--- src/rtl/sha256_msg_schedule_pkg.sv ---
// Shared SHA-256 message-schedule definitions: widths, FSM encoding,
// the small-sigma rotate/shift amounts and a rotate-right helper.
package sha256_msg_schedule_pkg;

    localparam int SCHED_WORD_W = 32;
    localparam int SCHED_ROUNDS = 64;
    localparam int SCHED_WIN    = 16;

    // Small sigma amounts: s0 = ROTR7 ^ ROTR18 ^ SHR3, s1 = ROTR17 ^ ROTR19 ^ SHR10
    localparam int S0_ROT_A = 7;
    localparam int S0_ROT_B = 18;
    localparam int S0_SHR_C = 3;
    localparam int S1_ROT_A = 17;
    localparam int S1_ROT_B = 19;
    localparam int S1_SHR_C = 10;

    typedef enum logic [0:0] {
        ST_LOAD   = 1'b0,
        ST_STREAM = 1'b1
    } sched_state_e;

    // Rotate a 32-bit word right by n places
    function automatic logic [SCHED_WORD_W-1:0] rotr32(input logic [SCHED_WORD_W-1:0] x,
                                                       input int unsigned n);
        logic [2*SCHED_WORD_W-1:0] w_dbl;
        w_dbl  = {x, x} >> n;
        rotr32 = w_dbl[SCHED_WORD_W-1:0];
    endfunction

endpackage

--- src/rtl/sha256_sched_sigma.sv ---
// Combinational SHA-256 sigma: ROTR(A) ^ ROTR(B) ^ (SHR or ROTR)(C).
// The third term is a logical shift for the schedule sigmas and a rotate
// for the round-function sigmas, chosen by C_IS_SHR.
module sha256_sched_sigma
    import sha256_msg_schedule_pkg::*;
#(
    parameter int WORD_W   = SCHED_WORD_W,
    parameter int ROT_A    = S0_ROT_A,
    parameter int ROT_B    = S0_ROT_B,
    parameter int ROT_C    = S0_SHR_C,
    parameter bit C_IS_SHR = 1'b1
) (
    input  logic [WORD_W-1:0] i_x,
    output logic [WORD_W-1:0] o_y
);

    logic [WORD_W-1:0] w_term_c;

    if (C_IS_SHR) begin : g_shr
        assign w_term_c = i_x >> ROT_C;
    end else begin : g_rot
        assign w_term_c = rotr32(i_x, ROT_C);
    end

    assign o_y = rotr32(i_x, ROT_A) ^ rotr32(i_x, ROT_B) ^ w_term_c;

endmodule

--- src/rtl/sha256_msg_schedule.sv ---
// SHA-256 message-schedule expander. Accepts 16 big-endian words of one
// block, then streams W[0..63] one word per downstream handshake. The
// 16-word window shifts down on each accepted output and appends the next
// expanded word, so win[0] is always the word being presented.
module sha256_msg_schedule
    import sha256_msg_schedule_pkg::*;
#(
    parameter int WORD_W = SCHED_WORD_W,
    parameter int ROUNDS = SCHED_ROUNDS,
    parameter int WIN    = SCHED_WIN
) (
    input  logic              clock,
    input  logic              aclr,
    input  logic              flush,
    input  logic              in_valid,
    output logic              in_ready,
    input  logic [WORD_W-1:0] in_word,
    output logic              w_valid,
    input  logic              w_ready,
    output logic [WORD_W-1:0] w_word,
    output logic [5:0]        w_index,
    output logic              w_last
);

    localparam logic [5:0] CNT_LOAD_LAST   = 6'(WIN - 1);
    localparam logic [5:0] CNT_STREAM_LAST = 6'(ROUNDS - 1);

    sched_state_e      r_state;
    logic [5:0]        r_cnt;
    logic [WORD_W-1:0] r_win [WIN];

    logic [WORD_W-1:0] w_s0;
    logic [WORD_W-1:0] w_s1;
    logic [WORD_W-1:0] w_next;

    sha256_sched_sigma #(
        .WORD_W  (WORD_W),
        .ROT_A   (S0_ROT_A),
        .ROT_B   (S0_ROT_B),
        .ROT_C   (S0_SHR_C),
        .C_IS_SHR(1'b1)
    ) u_sigma0 (
        .i_x(r_win[1]),
        .o_y(w_s0)
    );

    sha256_sched_sigma #(
        .WORD_W  (WORD_W),
        .ROT_A   (S1_ROT_A),
        .ROT_B   (S1_ROT_B),
        .ROT_C   (S1_SHR_C),
        .C_IS_SHR(1'b1)
    ) u_sigma1 (
        .i_x(r_win[14]),
        .o_y(w_s1)
    );

    // Next schedule word W[t+16] = s1(W[t+14]) + W[t+9] + s0(W[t+1]) + W[t], carry dropped
    assign w_next = w_s1 + r_win[9] + w_s0 + r_win[0];

    // FSM, shared load/round counter and shift window; flush outranks any handshake
    always_ff @(posedge clock or posedge aclr) begin
        if (aclr) begin
            r_state <= ST_LOAD;
            r_cnt   <= 6'd0;
            for (int i = 0; i < WIN; i++) begin
                r_win[i] <= '0;
            end
        end else if (flush) begin
            r_state <= ST_LOAD;
            r_cnt   <= 6'd0;
        end else begin
            case (r_state)
                ST_LOAD: begin
                    if (in_valid) begin
                        r_win[r_cnt[3:0]] <= in_word;
                        if (r_cnt == CNT_LOAD_LAST) begin
                            r_cnt   <= 6'd0;
                            r_state <= ST_STREAM;
                        end else begin
                            r_cnt <= r_cnt + 6'd1;
                        end
                    end else begin
                        r_cnt <= r_cnt;
                    end
                end
                ST_STREAM: begin
                    if (w_ready) begin
                        for (int i = 0; i < WIN - 1; i++) begin
                            r_win[i] <= r_win[i+1];
                        end
                        r_win[WIN-1] <= w_next;
                        if (r_cnt == CNT_STREAM_LAST) begin
                            r_cnt   <= 6'd0;
                            r_state <= ST_LOAD;
                        end else begin
                            r_cnt <= r_cnt + 6'd1;
                        end
                    end else begin
                        r_cnt <= r_cnt;
                    end
                end
                default: begin
                    r_state <= ST_LOAD;
                    r_cnt   <= 6'd0;
                end
            endcase
        end
    end

    assign in_ready = (r_state == ST_LOAD);
    assign w_valid  = (r_state == ST_STREAM);
    assign w_word   = r_win[0];
    assign w_index  = r_cnt;
    assign w_last   = (r_state == ST_STREAM) && (r_cnt == CNT_STREAM_LAST);

endmodule
--- config.mk ---
export PLATFORM = sky130hd
export DESIGN_NAME = sha256_msg_schedule
export DESIGN_NICKNAME = d
export VERILOG_FILES = /design/src/rtl/sha256_msg_schedule_pkg.sv /design/src/rtl/sha256_sched_sigma.sv /design/src/rtl/sha256_msg_schedule.sv
export SDC_FILE = /design/constraint.sdc
export NUM_CORES = 2
export LEC_CHECK = 0
export CORE_MARGIN = 1
export CORE_UTILIZATION = 40
export CTS_BUF_LIST = sky130_fd_sc_hd__clkbuf_8
export DETAILED_ROUTE_END_ITERATION = 12
export PLACE_DENSITY = 0.57
export SLEW_MARGIN = 40
export SYNTH_ARGS = -nofsm -noshare
export SYNTH_HDL_FRONTEND = slang
export SYNTH_SLANG_ARGS = --single-unit
--- constraint.sdc ---
create_clock -name clock -period 17.31 [get_ports clock]
set_input_delay 3.462 -clock clock [delete_from_list [all_inputs] [get_ports clock]]
set_output_delay 3.462 -clock clock [all_outputs]
set_load 0.02 [all_outputs]
* After elaboration in Yosys (flattened, before gate mapping)
Index checks and enable logic that the tools add are counted.
Word-level totals: bits of input ports 37, output and inout bits 41, bits in registers 519, word-level logic and storage cells 59
Cells by class: $lt $le $gt $ge 2, add/subtract/negate cells 4, multiplexer cells 18, reduce and logical (&&, ||, !) cells 4, equal/unequal tests 6, bitwise operators 7
Operator list (number):
- 512-bit two-way mux | 2
- 512-bit case mux with 2 select lines | 1
- 512-bit bitwise mux | 1
- 32-bit demux with 4-bit select | 1
- 32-bit adder | 3
- 32-bit XOR | 2
- 32-bit two-way mux | 1
- 32-bit by 22-bit XOR with 32-bit output | 1
- 32-bit by 29-bit XOR with 32-bit output | 1
- 6-bit two-way mux | 5
- 6-bit case mux with 2 select lines | 1
- 6-bit by 1-bit adder with 6-bit output, second input constant | 1
- 6-bit by 4-bit == test with 1-bit output, second input constant | 1
- 6-bit == test, second input constant | 1
- 3-bit inequality test, second input constant | 2
- 5-bit greater-or-equal comparator, second input constant | 1
- 5-bit by 1-bit less-than comparator with 1-bit output, second input constant | 1
- 1-bit two-way mux | 5
- 4-bit NOT with 5-bit output | 1
- 2-bit inequality test, second input constant | 2
- 3-bit AND reduction | 1
- 1-bit logical AND | 2
- 1-bit NOT | 2
- 1-bit case mux with 2 select lines | 1
- 2-bit AND reduction | 1

* Depth between registers and ports, before layout
depth after elaboration 8, mapped depth 17, mapped depth without buffers 16

* Cells and area by module
A second synthesis with hierarchy kept.
Unflattened totals: cells, all modules 3001, area total of the unflattened synthesis 27853.0 um2
By module, submodules not included:
- sha256_msg_schedule | sequential area each 12987.5 um2, times used 1, area an instance 26511.7 um2, cells each 2937
- sha256_sched_sigma at u_sigma0 | sequential area each 0.0 um2, times used 1, area an instance 730.7 um2, cells each 32
- sha256_sched_sigma at u_sigma1 | sequential area each 0.0 um2, times used 1, area an instance 610.6 um2, cells each 32

* Worst setup path after synthesis
Ideal clock, no wire load.
path kind input-to-reg, start point input port w_ready, end point register r_win[256] in the netlist's numbering, data required time 17173 ps, slack 12188 ps, arrival time 4985 ps, stages on the path 8, library setup time 137 ps, buffers on the path 3, cells stage by stage mux2i_1 > or2_1 > clkbuf_1 > clkbuf_1 > nor2_1 > clkbuf_1 > nor2_1 > a21oi_1
Between the ends: cells in the longest elaborated chain, start to end 2
RTL lines:
- start, declared | RTL line sha256_msg_schedule.sv:19 | input logic w_ready,
- 2-bit inequality test (no line)
- 3-bit AND reduction (no line)
- end signal, assigned by index | RTL line sha256_msg_schedule.sv:76 | r_win[r_cnt[3:0]] <= in_word;
- end signal, assigned by index | RTL line sha256_msg_schedule.sv:90 | r_win[i] <= r_win[i+1];
- end signal, assigned by index | RTL line sha256_msg_schedule.sv:92 | r_win[WIN-1] <= w_next;
- end, declared | RTL line sha256_msg_schedule.sv:30 | logic [WORD_W-1:0] r_win [WIN];
Every way passes these cells. A chain may end at the register's enable or synchronous reset.

* Worst setup path after layout
start point input port w_ready, end point register r_win[30] in the netlist's numbering
Same word-level chain as after synthesis.

==> flow_summary.ini <==
[detailed_routing]
routed-via-count = 23100
drt_iter0_drc = 2531
drt_drc_violations_left = 0
wirelength_um = 91500
vias_per_cell = 6.02
antenna_left = 0
wire_per_inst_um = 23.9
drtPass1Iterations = 6

[synth]
synth_area_leaders = dfrtp_1 48%, a21oi_1 13%, o22ai_1 8.9%, fa_1 4.6%, clkbuf_1 3.7%
yosysTopAreaCell = dfrtp_1
synth_seq_cells = 519
ys_top_cells_by_count = 696 x a21oi_1, 519 x dfrtp_1, 388 x o22ai_1, 270 x clkbuf_1, 248 x nor2_1
yosys_warnings = 0
synth_area_um2 = 27200
synth_cells = 3032
synth_edf_count = 0
seq_area_frac_synth_pct = 47.7
synth_flop_cell = dfrtp_1
yosysUniqueCellTypes = 51
netlist.area_leader.share_pct = 47.7
synthArstFlopShare_pct = 100
syn_avg_cell_area_um2 = 8.98
syn_nets = 3166
synth_most_common_cell = a21oi_1

[critical_path]
endpoint_kind = flop
critPathMaxFanout = 72
start_kind = primary input
reg2reg_depth = 15
required_ns = 17.86
crit_type = primary input to flop
critical_path_arrival_ns = 6.77

[grt]
overflow = 0
antenna_found_initial = 0
grt_max_degree = 160
track_usage_pct = 26.3
grt_pass1_vias = 22400
grt_pass1_wl_um = 141000

[clocking]
cts_buffer_depth = 3
cts_resized = 0
h-tree-depth = 3
cts_tree = done
cts_sinks = 519
clk_latency_ns = 0.69
cts_hold_buf = 0
root_buffer = clkbuf_8
clkTransAtPathRegs_ns = 0.06
cts_setup_buffers = 0
cts_buffers = 87

[die]
die_area_um2 = 69100
die_h_um = 263
num_io_pins = 78
fp.dieW_um = 263
start_util_pct = 40.5
core_area_um2 = 67300
rows = 95

[power]
ir_drop_mv = 0.0540
power_density_nw_per_um2 = 117
power_mw = 3.52
leakagePower_nw = 13.2

[final_layout]
fillerInstances = 6403
area_delta_synth_final_pct = 10.2
nets = 3027
final_area_um2 = 30000
layout-drive-gt1-share_pct = 7.30
utilization_pct = 44.6

[status]
run_status = completed

[placement]
hpwlAfterDp_um = 60700
placed_area_um2 = 28200
port_buffers = 77
place.gp.congestion = 0.962

[sta]
timing.slew.headroom_pct = 40.2
rsz0062_at_grt = no
fmax_mhz = 161
finalCriticalPeriod_ns = 6.22
hold_viol = 0
final.setup_skew_ns = 0.0335
finalCritPeriodShare_pct = 35.9
setup_viol = 0
drv_slew = 0
tightest_slew_ns = 0.895
setup_tns_ns = 0

[min_path]
hp-class = flop to flop
hold_path_depth = 2

[flow_run]
cap_violations = 0
## routing by layer
layer	track usage [%]	wire length (um)	vias to the layer above	part of all wire [%]
met5	0	0	-	0
met2	40.1	41100	979	45
li1	-	-	10400	-
met1	38.2	41000	11500	45
met4	9.37	2860	0	3.1
met3	3.71	6600	163	7.2
## kinds of logic (layout without fill, tap and decap cells)
family | count (synthesis) | count (layout) | share of synthesized area, %
buf+inv | 473 | 400 | 6.99
simple gates | 482 | 482 | 7.33
other cells | 0 | 3 | 0
compound gates | 1310 | 1310 | 27.0
xor+xnor | 149 | 149 | 4.79
flops | 519 | 519 | 47.7
fa+ha+maj | 97 | 97 | 6.17
mux | 2 | 2 | 0.0735
## sequential cells by signal, indices dropped and copies added (netlist names)
name and flops:
r_win 480, w_word 32, w_index 6, w_valid 1
## metrics by stage
stage,std cells,hold slack (ns),setup slack (ns)
after detailed placement,3677,0.470,10.49
after CTS,3832,0.483,11.21
final,3835,0.478,11.09
after floorplan,3032,0.450,6.80
after global routing,3832,0.504,10.82
after global placement,3675,0.463,10.51
## cells in the final DEF, fill, tap and decap left out, types with 4 or more instances in the layout
cell	n
and2_1	6
clkbuf_8	114
o22ai_1	388
nor2b_2	18
and3_1	8
a22oi_1	36
nand3_1	8
or3_1	4
nor3_1	6
a21o_1	12
xnor2_1	81
nand2_1	152
clkinvlp_4	6
nand4_1	8
nor2_1	243
a21oi_1	694
clkinv_2	6
buf_6	7
o21ai_0	137
clkdlybuf4s50_1	77
inv_1	154
fa_1	62
nor2b_1	17
buf_4	27
o21bai_1	6
ha_1	35
xor2_1	68
a31oi_1	5
nor2_4	5
dfrtp_1	518
## report_power, final
part	internal [mW]	switching [mW]	leakage (nW)
combinational	0.386	0.589	5.28
sequential	1.32	0.115	6.91
clock	0.586	0.521	1.00
## cell type report
| type | instances | area (um^2) | share of cell area, % |
|---|---|---|---|
| Antenna cell | 3 | 7.51 | 0.0250 |
| Clock buffer | 113 | 1560 | 5.18 |
| Clock inverter | 42 | 206 | 0.688 |
| Inverter | 128 | 489 | 1.63 |
| Multi-Input combinational cell | 2040 | 12500 | 41.6 |
| Sequential cell | 519 | 13000 | 43.3 |
| Tap cell | 873 | 1090 | 3.64 |
| Timing Repair Buffer | 117 | 1180 | 3.93 |
## critical path, cell delays in order
cell	delay, ns
clkdlybuf4s50_1	0.42
mux2i_1	0.51
nor2_4	0.03
buf_4	0.36
nand2_4	0.58
buf_4	0.73
nor3_1	0.17
a221oi_1	0.29
nand3_1	0.11
## worst paths after layout
path / from / to / slack (ns)
worst min register to register: r_win[390] / r_win[390] / 0.48
worst max register to register: r_win[477] / r_win[28] / 12.27
min in group asynchronous: aclr / r_win[226] / 3.21
worst max-delay path: w_ready / r_win[30] / 11.09
max in group asynchronous: aclr / r_win[35] / 11.93
worst min-delay path: r_win[390] / r_win[390] / 0.48
(Power assumes the default switching activity.)
